File: config.mk
export PLATFORM = sky130hd
export DESIGN_NAME = axi_lite_arbiter_nx1
export DESIGN_NICKNAME = d
export VERILOG_FILES = /design/src/rtl/axi_lite_arbiter_nx1.sv
export SDC_FILE = /design/constraint.sdc
export NUM_CORES = 1
export LEC_CHECK = 0
export ABC_AREA = 1
export CAP_MARGIN = 20
export CORE_AREA = 2 2 174 176
export DETAILED_ROUTE_END_ITERATION = 8
export DIE_AREA = 0 0 176 178
export PLACE_DENSITY_LB_ADDON = 0.2
export SKIP_CTS_REPAIR_TIMING = 1
export SLEW_MARGIN = 20
export SYNTH_ARGS = -nofsm -noshare
export SYNTH_HDL_FRONTEND = slang
export SYNTH_SLANG_ARGS = --single-unit
File: constraint.sdc
create_clock -name clk -period 1.5 [get_ports clk]
set_input_delay 0.45 -clock clk [delete_from_list [all_inputs] [get_ports clk]]
set_output_delay 0.45 -clock clk [all_outputs]
set_load 0.05 [all_outputs]
File: src/rtl/axi_lite_arbiter_nx1.sv
// N-to-1 AXI-Lite arbiter: independent round-robin write and read paths, one outstanding
// transaction per direction, grant held from arbitration until the response handshake.
module axi_lite_arbiter_nx1 #(
  parameter int N          = 2,
  parameter int ADDR_WIDTH = 32,
  parameter int DATA_WIDTH = 32
) (
  input  logic                       clk,
  input  logic                       rst,
  input  logic [N*ADDR_WIDTH-1:0]    s_aw_addr,
  input  logic [N-1:0]               s_aw_valid,
  output logic [N-1:0]               s_aw_ready,
  input  logic [N*DATA_WIDTH-1:0]    s_w_data,
  input  logic [N*DATA_WIDTH/8-1:0]  s_w_strb,
  input  logic [N-1:0]               s_w_valid,
  output logic [N-1:0]               s_w_ready,
  output logic [2*N-1:0]             s_b_resp,
  output logic [N-1:0]               s_b_valid,
  input  logic [N-1:0]               s_b_ready,
  input  logic [N*ADDR_WIDTH-1:0]    s_ar_addr,
  input  logic [N-1:0]               s_ar_valid,
  output logic [N-1:0]               s_ar_ready,
  output logic [N*DATA_WIDTH-1:0]    s_r_data,
  output logic [2*N-1:0]             s_r_resp,
  output logic [N-1:0]               s_r_valid,
  input  logic [N-1:0]               s_r_ready,
  output logic [ADDR_WIDTH-1:0]      m_aw_addr,
  output logic                       m_aw_valid,
  input  logic                       m_aw_ready,
  output logic [DATA_WIDTH-1:0]      m_w_data,
  output logic [DATA_WIDTH/8-1:0]    m_w_strb,
  output logic                       m_w_valid,
  input  logic                       m_w_ready,
  input  logic [1:0]                 m_b_resp,
  input  logic                       m_b_valid,
  output logic                       m_b_ready,
  output logic [ADDR_WIDTH-1:0]      m_ar_addr,
  output logic                       m_ar_valid,
  input  logic                       m_ar_ready,
  input  logic [DATA_WIDTH-1:0]      m_r_data,
  input  logic [1:0]                 m_r_resp,
  input  logic                       m_r_valid,
  output logic                       m_r_ready,
  output logic                       wr_busy,
  output logic                       rd_busy
);

  localparam int IW = (N > 1) ? $clog2(N) : 1;
  localparam int SW = DATA_WIDTH / 8;

  typedef enum logic [1:0] {WR_IDLE, WR_ADDR, WR_RESP} wr_state_t;
  typedef enum logic [1:0] {RD_IDLE, RD_ADDR, RD_RESP} rd_state_t;

  wr_state_t      wr_state, wr_state_nxt;
  rd_state_t      rd_state, rd_state_nxt;
  logic [IW-1:0]  wr_gnt, wr_gnt_nxt, wr_ptr, wr_ptr_nxt;
  logic [IW-1:0]  rd_gnt, rd_gnt_nxt, rd_ptr, rd_ptr_nxt;
  logic           aw_done, aw_done_nxt, w_done, w_done_nxt;

  // First requester at or after ptr, wrapping cyclically.
  function automatic logic [IW-1:0] rr_pick(input logic [N-1:0] req, input logic [IW-1:0] ptr);
    logic [IW-1:0] pick;
    int            idx;
    pick = '0;
    for (int k = N - 1; k >= 0; k--) begin
      idx = int'(ptr) + k;
      if (idx >= N) idx = idx - N;
      if (req[idx]) pick = IW'(idx);
    end
    return pick;
  endfunction

  function automatic logic [IW-1:0] ptr_after(input logic [IW-1:0] g);
    return (g == IW'(N - 1)) ? '0 : g + 1'b1;
  endfunction

  always_ff @(posedge clk) begin
    if (rst) begin
      wr_state <= WR_IDLE;
      rd_state <= RD_IDLE;
      wr_gnt   <= '0;
      rd_gnt   <= '0;
      wr_ptr   <= '0;
      rd_ptr   <= '0;
      aw_done  <= 1'b0;
      w_done   <= 1'b0;
    end else begin
      wr_state <= wr_state_nxt;
      rd_state <= rd_state_nxt;
      wr_gnt   <= wr_gnt_nxt;
      rd_gnt   <= rd_gnt_nxt;
      wr_ptr   <= wr_ptr_nxt;
      rd_ptr   <= rd_ptr_nxt;
      aw_done  <= aw_done_nxt;
      w_done   <= w_done_nxt;
    end
  end

  always_comb begin
    wr_state_nxt = wr_state;
    wr_gnt_nxt   = wr_gnt;
    wr_ptr_nxt   = wr_ptr;
    aw_done_nxt  = aw_done;
    w_done_nxt   = w_done;
    m_aw_addr    = s_aw_addr[int'(wr_gnt)*ADDR_WIDTH +: ADDR_WIDTH];
    m_w_data     = s_w_data[int'(wr_gnt)*DATA_WIDTH +: DATA_WIDTH];
    m_w_strb     = s_w_strb[int'(wr_gnt)*SW +: SW];
    m_aw_valid   = 1'b0;
    m_w_valid    = 1'b0;
    m_b_ready    = 1'b0;
    s_aw_ready   = '0;
    s_w_ready    = '0;
    s_b_valid    = '0;
    s_b_resp     = '0;
    case (wr_state)
      WR_IDLE: begin
        if (|s_aw_valid) begin
          wr_gnt_nxt   = rr_pick(s_aw_valid, wr_ptr);
          aw_done_nxt  = 1'b0;
          w_done_nxt   = 1'b0;
          wr_state_nxt = WR_ADDR;
        end
      end
      WR_ADDR: begin
        // AW and W complete independently; each side is masked once it has handshaken.
        m_aw_valid         = s_aw_valid[wr_gnt] & ~aw_done;
        m_w_valid          = s_w_valid[wr_gnt] & ~w_done;
        s_aw_ready[wr_gnt] = m_aw_ready & ~aw_done;
        s_w_ready[wr_gnt]  = m_w_ready & ~w_done;
        if (m_aw_valid && m_aw_ready) aw_done_nxt = 1'b1;
        if (m_w_valid && m_w_ready)   w_done_nxt  = 1'b1;
        if (aw_done_nxt && w_done_nxt) wr_state_nxt = WR_RESP;
      end
      WR_RESP: begin
        m_b_ready                       = s_b_ready[wr_gnt];
        s_b_valid[wr_gnt]               = m_b_valid;
        s_b_resp[2*int'(wr_gnt) +: 2]   = m_b_resp;
        if (m_b_valid && s_b_ready[wr_gnt]) begin
          wr_ptr_nxt   = ptr_after(wr_gnt);
          wr_state_nxt = WR_IDLE;
        end
      end
      default: wr_state_nxt = WR_IDLE;
    endcase
  end

  always_comb begin
    rd_state_nxt = rd_state;
    rd_gnt_nxt   = rd_gnt;
    rd_ptr_nxt   = rd_ptr;
    m_ar_addr    = s_ar_addr[int'(rd_gnt)*ADDR_WIDTH +: ADDR_WIDTH];
    m_ar_valid   = 1'b0;
    m_r_ready    = 1'b0;
    s_ar_ready   = '0;
    s_r_valid    = '0;
    s_r_data     = '0;
    s_r_resp     = '0;
    case (rd_state)
      RD_IDLE: begin
        if (|s_ar_valid) begin
          rd_gnt_nxt   = rr_pick(s_ar_valid, rd_ptr);
          rd_state_nxt = RD_ADDR;
        end
      end
      RD_ADDR: begin
        m_ar_valid         = s_ar_valid[rd_gnt];
        s_ar_ready[rd_gnt] = m_ar_ready;
        if (s_ar_valid[rd_gnt] && m_ar_ready) rd_state_nxt = RD_RESP;
      end
      RD_RESP: begin
        m_r_ready                                       = s_r_ready[rd_gnt];
        s_r_valid[rd_gnt]                               = m_r_valid;
        s_r_data[int'(rd_gnt)*DATA_WIDTH +: DATA_WIDTH] = m_r_data;
        s_r_resp[2*int'(rd_gnt) +: 2]                   = m_r_resp;
        if (m_r_valid && s_r_ready[rd_gnt]) begin
          rd_ptr_nxt   = ptr_after(rd_gnt);
          rd_state_nxt = RD_IDLE;
        end
      end
      default: rd_state_nxt = RD_IDLE;
    endcase
  end

  assign wr_busy = (wr_state != WR_IDLE);
  assign rd_busy = (rd_state != RD_IDLE);

endmodule

## After elaboration in Yosys (flattened, before gate mapping)

Index checks and enable logic that the tools add are counted.

- Register bits: 10
- Input port bits: 253
- Logic and storage cells: 159

- Add/subtract/negate cells: 11
- Magnitude comparators: 12
- Equality and inequality tests: 10
- Shifts and indexed selects: 10
- Mux-type cells: 72
- Bitwise gates (word level): 14
- Reduce and logical (&&, ||, !) cells: 22

Operators by type and width:

| cell | number |
|---|---|
| 32-bit 2-to-1 mux | 12 |
| 64-bit by 7-bit indexed part select with 32-bit output | 3 |
| 32-bit by 3-bit < comparator with 1-bit output, second input constant | 4 |
| 2-bit negation with 33-bit output | 2 |
| 2-bit by 33-bit variable shift with 4-bit output, first input constant | 2 |
| 2-bit by 33-bit indexed part select with 4-bit output | 2 |
| 64-bit AND | 1 |
| 64-bit 2-to-1 mux | 1 |
| 32-bit by 33-bit variable shift with 64-bit output, first input constant | 1 |
| 32-bit by 33-bit indexed part select with 64-bit output | 1 |
| 1-bit 2-to-1 mux | 40 |
| 6-bit negation with 33-bit output | 1 |
| 2-bit 2-to-1 mux | 11 |
| 2-bit inequality test, second input constant | 6 |
| 2-bit case mux with 3 select lines | 2 |
| 2-bit AND | 5 |
| 2-bit AND reduction | 5 |
| 4-bit AND | 2 |
| 1-bit logical AND | 8 |
| 4-bit 2-to-1 mux | 2 |
| 8-bit by 4-bit indexed part select with 4-bit output | 1 |
| 3-bit AND reduction | 2 |
| 2-bit nonzero test | 3 |
| 1-bit by 2-bit subtractor with 3-bit output, second input constant | 2 |
| other kinds (15) | 32 |

## Longest topological paths before layout

Gate-level depths: netlist of run 1.

- Depth in word-level cells: 10
- Mapped depth: 8

## Least setup slack after synthesis of run 1

Ideal clock, no wire load.

- Path kind: reg2out
- From: reg wr_state[0]
- To: out s_aw_ready[0]
- Arrival: 1.759 ns
- Path slack: -0.709 ns
- Stages on the path, launching flop included: 5
- Cells stage by stage: dfxtp_1 > inv_1 > nor2_1 > clkinv_1 > nor3_1

- Cells in the longest elaborated chain, start to end: 2

Ends and longest elaborated chain:

| what | line | text |
|---|---|---|
| start: declaration | 54 | `wr_state_t wr_state, wr_state_nxt;` |
| start signal: assignment | 88 | `wr_state <= wr_state_nxt;` |
| 2-bit by 1-bit == test with 1-bit output | 115 | `case (wr_state)` |
| 2-bit 2-to-1 mux | 115 |  |
| end: declaration | 12 | `output logic [N-1:0] s_aw_ready,` |

Every way passes these cells.

## Final worst setup path of run 1

- From: in s_r_ready[1]
- To: out m_r_ready

- Cells in the longest elaborated chain, start to end: 3

Ends and longest elaborated chain:

| what | line | text |
|---|---|---|
| start: declaration | 26 | `input logic [N-1:0] s_r_ready,` |
| 1-bit 2-to-1 mux (implied by the code) (2 in series) | 171 | `m_r_ready = s_r_ready[rd_gnt];` |
| 1-bit 2-to-1 mux | 158 | `case (rd_state)` |
| end: declaration | 43 | `output logic m_r_ready,` |

Every way passes these cells. The select of a mux whose other input is x is not followed.

==> key figures, run 1 <==
Run status
  – Outcome: complete, but fails checks
  – Failing checks: setup timing

CTS
  – Total CTS buffers: 3
  – Worst-path clk slew: 40 ps
  – Clk buf depth: 2
  – H-tree depth: 1
  – CTS Root Cell: clkbuf_16
  – Sink Count: 10
  – CTS tree: yes
  – Insertion delay to the later sink of the worst-skew pair: 240 ps

Routing
  – Drc violations: 0
  – Remaining antenna violation count after routing: 0
  – Initial drt markers: 52
  – Post-Route WL: 19380 um
  – Via/cell ratio: 3.577
  – Vias: 5062
  – Wire per inst: 13.70 um
  – First-pass DRT Iterations: 4

Timing
  – Endpoints failing setup: 189
  – Rel. slew slack: 81.70%
  – Setup Skew: 0.6345 ps
  – Slew @ Worst Pin: 273.4 ps
  – Setup TNS Final: -44920 ps
  – Final min period: 1811 ps
  – Tcrit/Tclk final: 120.7%
  – Final setup margin: -310.8 ps
  – Final hold violation count: 0
  – Fmax: 552.2 MHz
  – Max Transition Viols Final: 0
  – Setup repair after global routing missed its margin: yes

Setup path
  – Worst path slowest cell: clkdlybuf4s50_1
  – Critical path arrival: 1360 ps
  – Setup slack, reg-to-reg: 160 ps
  – Worst setup path end: m_r_ready
  – Crit path launch: s_r_ready[1]
  – Cell Chain, Critical Path: clkdlybuf4s50_1 > nand2_1 > a21oi_4 > buf_8
  – Launching point of the worst reg2reg path: wr_gnt
  – CP Capture Type: output pin
  – Startpoint Class: primary input
  – Worst setup path class: primary input to output pin
  – Crit path largest cell delay: 460 ps
  – Depth of the worst register-to-register path: 10
  – Worst path required time: 1050 ps
  – FF-to-FF End: wr_state[0]
  – Worst Path Max Fanout: 2

Cells and area
  – Filler cell count: 3066
  – Layout net count: 1276
  – Cell Count, Final, Fillers Out: 1415
  – Area Growth Syn to Fin: 325.7%
  – Post-route cell area: 10080 sq um
  – Commonest non-fill, non-tap cell in the layout: clkdlybuf4s50_1
  – Layout cells sized above 1: 46.48%
  – Most frequent cells in the layout: 238 x clkdlybuf4s50_1, 223 x nand2_1, 95 x nand2_4

Worst hold path
  – HP Class: flop to flop

Logic synthesis
  – Synthesized flop and latch total: 10
  – Cell variety after synth: 24
  – Post-synthesis cell area: 2367 sq um
  – Leading area contributor after synthesis: nand2_1
  – Top cells by area, synth: nand2_1 53%, nor2_1 13%, dfxtp_1 8.5%
  – Yosys warnings: 0
  – Synth top area share: 52.80%
  – Seq/Total Area, Yosys: 8.457%
  – Syn_nets: 802
  – Post-Syn Area per Cell: 4.312 sq um
  – Post-synthesis cell count: 549

Global routing
  – Congestion Overflow GR: 0
  – First-pass GRT wire length: 26840 um
  – Total track usage: 10.87%
  – Largest net degree at the start of global routing: 43
  – Initial antenna violation count: 3
  – Number of global-route vias before repair: 4963

Job
  – Max cap viols: 0

Floorplanning
  – # rows: 63
  – Starting Density: 8.051%
  – IO Count: 442
  – Die height: 178 um
  – Die width: 176 um
  – Core area: 29400 sq um
  – Die area: 31330 sq um

Power
  – Leak: 4.506 nW
  – Final Power: 4.466 mW
  – VDD IR max: 262.2 uV
  – PD cells: 443.2 nW/um^2

Placement
  – DP Area: 9030 sq um
  – Dpl cells: 1397
  – Place WS: -540.4 ps
  – Dpl hpwl: 16600 um
  – Port bufs: 441
  – GP Congestion: 0.7478
[per-layer routing]
metal | GRT usage [%] | vias up | routed length (um)
met1 | 10.92 | 2217 | 6274
met5 | 0 | - | 0
li1 | - | 2567 | -
met3 | 3.069 | 6 | 1894
met4 | 1.309 | 0 | 131
met2 | 22.49 | 272 | 11080
[critical path, delay by kind of cell]
kind            cells  cell delay, ps
simple gates        1             100
compound gates      1             190
buf+inv             2             620
[synthesized netlist by cell type]
library cell / instances
a21oi_1: 8
inv_1: 51
a21oi_4: 1
a21oi_2: 1
inv_2: 1
buf_2: 20
buf_8: 1
buf_6: 1
nand3_1: 6
dfxtp_1: 10
nand2_2: 2
clkbuf_1: 5
buf_1: 1
and3_1: 2
nand2_4: 1
nor2_1: 80
o21ai_0: 5
nand2_1: 333
inv_4: 1
nor3_1: 12
buf_4: 3
clkinv_1: 1
o211ai_1: 2
o21ai_2: 1
[worst min path at each step]
| stage | from | to | slack [ps] | depth (start not counted) |
|---|---|---|---|---|
| after floorplan | wr_ptr | wr_ptr | 440 | 2 |
| after global placement | wr_ptr | wr_ptr | 450 | 2 |
| after detailed placement | wr_ptr | wr_ptr | 450 | 2 |
| after CTS | wr_ptr | wr_ptr | 460 | 2 |
| after global routing | wr_ptr | wr_ptr | 490 | 2 |
| final | wr_ptr | wr_ptr | 460 | 2 |
[final cells by class]
class | count | area [sq um] | share of cell area [%]
Inverter | 54 | 240.2 | 2.384
Sequential cell | 10 | 209.0 | 2.073
Antenna cell | 3 | 7.507 | 0.07450
Tap cell | 390 | 488.0 | 4.842
Clock buffer | 4 | 88.84 | 0.8815
Multi-Input combinational cell | 454 | 3262 | 32.37
Timing Repair Buffer | 500 | 5782 | 57.38
[logic make-up after synthesis]
logic type      count (synthesis)  share of synthesized area [%]
compound gates                 18                          4.810
simple gates                  436                          70.82
flops                          10                          8.457
buf+inv                        85                          15.91
[sequential cells by signal (all words and copies together), names as in the netlist]
name	flops
wr_ptr	1
rd_gnt	1
wr_gnt	1
w_done	1
aw_done	1
rd_state	2
rd_ptr	1
wr_state	2
[stage by stage]
step,util (%),hold WS [ps]
finish,34.27,462.3
floorplan,-,439.0
detailed placement,30.71,454.4
global route,34.27,493.2
global placement,30.71,454.1
CTS,31.01,460.3
[power by group]
part,total [mW],switching (mW),leakage (nW),internal [mW]
Combinational,3.63,2.07,4.38,1.57
Sequential,0.296,0.0144,0.0837,0.282
Clock,0.538,0.136,0.0442,0.402
(Power assumes the default switching activity.)
==> inputs of run 2 (changes only) <==
--- a/config.mk
+++ b/config.mk
@@ -8,6 +8,8 @@
 export ABC_AREA = 1
 export CAP_MARGIN = 20
 export CORE_AREA = 2 2 174 176
+export CTS_BUF_LIST = sky130_fd_sc_hd__clkbuf_16
+export CTS_CLUSTER_DIAMETER = 200
 export DETAILED_ROUTE_END_ITERATION = 8
 export DIE_AREA = 0 0 176 178
 export PLACE_DENSITY_LB_ADDON = 0.2
==> constraint.sdc (replaced) <==
create_clock -name clk -period 2 [get_ports clk]
set_input_delay 0.6 -clock clk [delete_from_list [all_inputs] [get_ports clk]]
set_output_delay 0.6 -clock clk [all_outputs]
set_load 0.05 [all_outputs]
==> run 2 against run 1 <==
Effect of this change:
- the flow now finishes without violations
- global-route usage is essentially flat
- register-to-register slack gained 320 ps
- via count shrank 0.30%
- highest routed layer unchanged
==> key figures, run 2 (synthesized netlist as in run 1, its figures left out) <==
Worst hold path
  – Hold Path Sink: wr_ptr
  – HP Class: flop to flop
  – Worst Hold Depth: 2
  – Hold Path Origin: wr_ptr

Power
  – VDD IR max: 161.6 uV
  – Sw frac: 47.06%
  – Net Switching: 1.595 mW
  – Clk network pwr share: 10.7%
  – Share of power burned in registers: 6.5%
  – Internal power: 1.794 mW
  – PD cells: 343.2 nW/um^2
  – Leak: 4.779 nW
  – Part of the power in combinational logic: 82.8%

Cells and area
  – Layout cells sized above 1: 43.80%
  – Layout net count: 1270
  – Most frequent cells in the layout: 275 x nand2_1, 200 x clkdlybuf4s50_1, 127 x buf_12
  – Top Registers: rd_state x2, wr_state x2
  – Post-route cell area: 9876 sq um
  – Commonest non-fill, non-tap cell in the layout: nand2_1
  – Filler cell count: 3086
  – Diode count: 0
  – Area Growth Syn to Fin: 317.2%

CTS
  – Total CTS buffers: 3
  – Sink Count: 10
  – CTS tree: yes
  – CTS Root Cell: clkbuf_16
  – H-tree depth: 1
  – Clk buf depth: 2
  – Insertion delay to the later sink of the worst-skew pair: 240 ps
  – Worst-path clk slew: 40 ps

Floorplanning
  – # rows: 63
  – IO Count: 442
  – Die height: 178 um
  – Die width: 176 um
  – Core area: 29400 sq um
  – Die area: 31330 sq um
  – Starting Density: 8.051%

Setup path
  – CP Capture Type: output pin
  – Worst path required time: 1400 ps
  – Worst Path Max Fanout: 1
  – FF-to-FF End: wr_state[1]
  – Startpoint Class: primary input
  – Setup slack, reg-to-reg: 480 ps
  – Crit path largest cell delay: 470 ps
  – Worst path slowest cell: clkdlybuf4s50_1
  – Launching point of the worst reg2reg path: wr_gnt
  – Critical path arrival: 1380 ps
  – Depth of the worst register-to-register path: 10
  – Worst setup path class: primary input to output pin
  – Cell Chain, Critical Path: clkdlybuf4s50_1 > nand2_2 > nand2_1 > buf_6

Global routing
  – Number of global-route vias before repair: 4819
  – Total track usage: 10.91%
  – Initial antenna violation count: 1
  – Congestion Overflow GR: 0
  – Largest net degree at the start of global routing: 38
  – First-pass GRT wire length: 26640 um

Timing
  – Max Transition Viols Final: 0
  – Setup Skew: 0.1510 ps
  – Endpoints failing setup: 0
  – Final hold violation count: 0
  – Final setup margin: 15.41 ps
  – Tcrit/Tclk final: 99.23%
  – Setup TNS Final: 0 ps
  – Final min period: 1985 ps
  – Fmax: 503.9 MHz
  – Rel. slew slack: 81.16%
  – Setup repair after global routing missed its margin: yes
  – Slew @ Worst Pin: 281.7 ps

Routing
  – Vias: 5047
  – Initial drt markers: 105
  – Wire per inst: 14.20 um
  – First-pass DRT Iterations: 4
  – Via/cell ratio: 3.590
  – Post-Route WL: 19970 um
  – Drc violations: 0
  – Remaining antenna violation count after routing: 0

Job
  – Max cap viols: 0

Placement
  – DP Area: 8663 sq um
  – GP Congestion: 0.7522
  – Dpl hpwl: 16290 um
  – Port bufs: 441
  – Place WS: -315.6 ps

Run status
  – Outcome: complete, no violations
[run 2: changes by cell type in the layout (fill, tap and decap cells not counted), sizes merged]
| cell | change |
|---|---|
| clkbuf | -1 |
| clkdlybuf4s50 | -38 |
| dlymetal6s2s | +38 |
| buf | -6 |
| inv | +1 |
| diode | -3 |
[run 2: how the worst max path moves through the flow]
stage / startpoint / endpoint / slack, ps / depth (start not counted)
after floorplan: wr_state[0] / s_aw_ready[0] / -360 / 4
after global placement: s_w_valid[0] / m_w_valid / -320 / 6
after detailed placement: s_w_valid[1] / m_w_valid / -320 / 6
after CTS: s_w_valid[1] / m_w_valid / -320 / 6
after global routing: wr_state[0] / s_aw_ready[1] / -30 / 6
final: s_ar_addr[17] / m_ar_addr[17] / 20 / 4
[run 2: critical path, delay by kind of cell]
kind          cells  cell delay, ps
buf+inv           2             630
simple gates      2             160
[run 2: cell type report]
| class | count | area, sq um | area share [%] |
|---|---|---|---|
| clock buffer | 3 | 75.07 | 0.7602 |
| clock inverter | 1 | 3.754 | 0.03801 |
| inverter | 54 | 220.2 | 2.230 |
| multi-input combinational | 454 | 2477 | 25.09 |
| sequential | 10 | 212.7 | 2.154 |
| tap | 390 | 488.0 | 4.941 |
| timing repair buffer | 494 | 6399 | 64.79 |
[run 2: power by group through the flow]
| stage | clock network, mW | logic (mW) | registers [mW] |
|---|---|---|---|
| 2_1_floorplan | 0 | 1.18 | 0.220 |
| 3_3_place_gp | 0 | 2.63 | 0.223 |
| 3_5_place_dp | 0 | 2.64 | 0.223 |
| 4_1_cts | 0.382 | 2.64 | 0.220 |
| 5_1_grt | 0.393 | 2.95 | 0.223 |
| 6_report | 0.362 | 2.81 | 0.222 |
[run 2: stage by stage]
step | power, mW | std cells | utilization, % | hold WS, ps
2_1_floorplan | 1.399 | 549 | - | 439.0
3_3_place_gp | 2.856 | 1386 | 29.47 | 459.7
3_5_place_dp | 2.859 | 1386 | 29.47 | 477.9
4_1_cts | 3.244 | 1390 | 29.73 | 484.4
5_1_grt | 3.568 | 1406 | 33.59 | 507.1
6_report | 3.390 | 1406 | 33.59 | 482.8
[run 2: layer usage]
layer  track usage (%)  part of all wire (%)  vias up
li1                  -                     -     2554
met1             11.31                    36     2209
met2             21.74                    54      274
met3             3.240                   9.1       10
met4             1.825                   1.2        0
met5                 0                     0        -
==> inputs of run 3 (changes only) <==
--- a/config.mk
+++ b/config.mk
@@ -5,14 +5,13 @@
 export SDC_FILE = /design/constraint.sdc
 export NUM_CORES = 1
 export LEC_CHECK = 0
-export ABC_AREA = 1
 export CAP_MARGIN = 20
-export CORE_AREA = 2 2 174 176
+export CORE_AREA = 2 2 173 175
 export CTS_BUF_LIST = sky130_fd_sc_hd__clkbuf_16
 export CTS_CLUSTER_DIAMETER = 200
 export DETAILED_ROUTE_END_ITERATION = 8
-export DIE_AREA = 0 0 176 178
-export PLACE_DENSITY_LB_ADDON = 0.2
+export DIE_AREA = 0 0 175 177
+export PLACE_DENSITY_LB_ADDON = 0.15
 export SKIP_CTS_REPAIR_TIMING = 1
 export SLEW_MARGIN = 20
 export SYNTH_ARGS = -nofsm -noshare
==> run 3 against run 2 <==
Effect of this change:
- the run now ends with setup timing left
- design area up 9.8%
- flip-flop and latch count unchanged
- via count down 15%
- combinational power up 2%
- total power up 1.8%
- critical endpoint is now s_r_valid[1]
- largest cell class unchanged
==> key figures, run 3 <==
Routing
  – Routed wire length on met2: 11530 um
  – M1 wire length: 7474 um
  – Drc violations: 0
  – Remaining antenna violation count after routing: 0
  – Wire per inst: 18.33 um
  – Via/cell ratio: 3.678
  – Vias: 4289
  – Initial drt markers: 58
  – Post-Route WL: 21370 um
  – Wire length on met3: 2202 um
  – Top sig layer: met4
  – First-pass DRT Iterations: 4

Power
  – Net Switching: 1.432 mW
  – PD cells: 318.2 nW/um^2
  – Final Power: 3.451 mW
  – Sw frac: 41.48%
  – Clk network pwr share: 10.4%
  – Internal power: 2.020 mW
  – Leak: 5.376 nW
  – VDD IR max: 217.7 uV
  – Part of the power in combinational logic: 82.8%
  – Share of power burned in registers: 6.8%

Cells and area
  – Register area: 216.5 sq um
  – Area of the multi-input gates: 2635 sq um
  – Commonest non-fill, non-tap cell in the layout: buf_12
  – Most frequent cells in the layout: 173 x buf_12, 128 x clkdlybuf4s50_1, 124 x dlymetal6s2s_1
  – Layout net count: 1030
  – Diode count: 0
  – Area Growth Syn to Fin: 361.1%
  – Top Registers: rd_state x2, wr_state x2
  – Cell Count, Final, Fillers Out: 1166
  – Layout cells sized above 1: 60.70%
  – Filler cell count: 2840

Timing
  – Endpoints failing setup: 122
  – Final setup margin: -102.4 ps
  – Rel. slew slack: 82.35%
  – Setup Skew: 0.3786 ps
  – Final hold violation count: 0
  – Final min period: 2102 ps
  – Tcrit/Tclk final: 105.1%
  – Max Transition Viols Final: 0
  – Setup repair after global routing missed its margin: yes
  – Slew @ Worst Pin: 261.3 ps
  – Hold Slack: 471.5 ps
  – Fmax: 475.7 MHz

Worst hold path
  – HP Class: flop to flop

Logic synthesis
  – Async SR Flop Fraction: 0%
  – Post-synthesis cell count: 286
  – Synthesized flop and latch total: 10
  – Syn_nets: 539
  – Yosys warnings: 0
  – Leading area contributor after synthesis: mux2_2
  – Top post-synthesis cells by count: 100 x mux2_2, 38 x and3_1, 35 x and2_1, 13 x buf_2, 12 x clkbuf_1
  – Post-synthesis cell area: 2352 sq um
  – Post-synth EDFFs: 0
  – Seq/Total Area, Yosys: 8.511%
  – Cell variety after synth: 32
  – Most common cell in the netlist: mux2_2
  – Top cells by area, synth: mux2_2 48%, and3_1 10%, and2_1 9.3%
  – Synth top area share: 47.87%
  – Post-Syn Area per Cell: 8.225 sq um
  – Top_reg_cell synth: dfxtp_1

CTS
  – Clk buf depth: 2
  – H-tree depth: 1
  – CTS tree: yes
  – Insertion delay to the later sink of the worst-skew pair: 240 ps
  – Sink Count: 10
  – Total CTS buffers: 3
  – CTS Root Cell: clkbuf_16
  – Worst-path clk slew: 40 ps

Global routing
  – Initial antenna violation count: 1
  – Congestion Overflow GR: 0
  – First-pass GRT wire length: 26290 um
  – Number of global-route vias before repair: 4369
  – Total track usage: 11.03%
  – Largest net degree at the start of global routing: 39

Placement
  – Dpl cells: 1127
  – Place WS: -236.3 ps
  – Dpl hpwl: 16120 um
  – GP Congestion: 0.7010
  – Port bufs: 441

Floorplanning
  – # rows: 63
  – Core area: 29240 sq um
  – Die area: 30980 sq um
  – Die height: 177 um
  – IO Count: 442
  – Starting Density: 8.043%
  – Die width: 175 um

Run status
  – Failing checks: setup timing
  – Outcome: complete, but fails checks

Setup path
  – Cell Chain, Critical Path: and2b_4 > clkbuf_16 > and3_4 > buf_12
  – CP Capture Type: output pin
  – Crit path largest cell delay: 400 ps
  – Worst Path Max Fanout: 8
  – Critical path arrival: 1500 ps
  – Worst setup path class: flop to output pin
  – Bufs and invs on worst path: 2
  – Family with the most delay on the worst path: simple AND/OR/NAND/NOR gates
  – Startpoint Class: flop
  – Worst path required time: 1400 ps
  – Worst path slowest cell: and2b_4

Job
  – Max cap viols: 0
==> run 3: cell count changes after synthesis, moves of 4 or more <==
cell / previous run / this run
mux2_2: 0 / 100
and3_1: 2 / 38
clkbuf_1: 5 / 12
and2_1: 0 / 35
mux2i_1: 0 / 4
nor3_1: 12 / 8
inv_1: 51 / 10
nor2_1: 80 / 9
nand2_1: 333 / 7
buf_2: 20 / 13
nand3_1: 6 / 0
==> run 3: layout make-up <==
type | instances | share of cell area (%)
Timing Repair Buffer | 512 | 68.14
Multi-Input combinational cell | 240 | 24.30
Tap cell | 390 | 4.499
Sequential cell | 10 | 1.996
Clock buffer | 3 | 0.6922
Inverter | 10 | 0.3461
Clock inverter | 1 | 0.03461
==> run 3: routing by layer <==
| layer | track usage (%) | up-vias |
|---|---|---|
| met3 | 5.004 | 8 |
| met2 | 20.75 | 270 |
| met4 | 1.354 | 0 |
| met1 | 11.52 | 1990 |
| li1 | - | 2021 |
| met5 | 0 | - |
==> run 3: final timing paths <==
check	startpoint	to	slack [ps]	cells past startpoint
setup / recovery	rd_state[0]	s_r_valid[1]	-100	4
hold / removal	rd_state[1]	rd_state[0]	470	1
setup reg to reg	wr_gnt	wr_state[0]	280	7
hold reg to reg	rd_state[1]	rd_state[0]	470	1
==> run 3: stage by stage <==
stage	cell area (sq um)	util (%)	setup TNS, ps
after floorplan	2455	-	-535.8
after global placement	9140	31.25	-8392
after detailed placement	9140	31.25	-8898
after CTS	9219	31.52	-16270
after global routing	10850	37.09	-12610
final	10850	37.09	-6283
==> run 3: cells by family after synthesis <==
group / after synthesis / synth area share, %
AO/OA/AOI/OAI: 24 / 6.649
buffers and inverters: 36 / 6.755
flip-flops: 10 / 8.511
multiplexers: 105 / 50.21
AND/OR/NAND/NOR: 111 / 27.87
==> run 3: power groups by stage <==
stage,Sequential (mW),Combinational (mW),Clock (mW)
finish,0.235,2.86,0.360
global route,0.238,2.98,0.383
CTS,0.237,2.59,0.372
detailed placement,0.240,2.58,0
global placement,0.240,2.58,0
floorplan,0.223,1.13,0
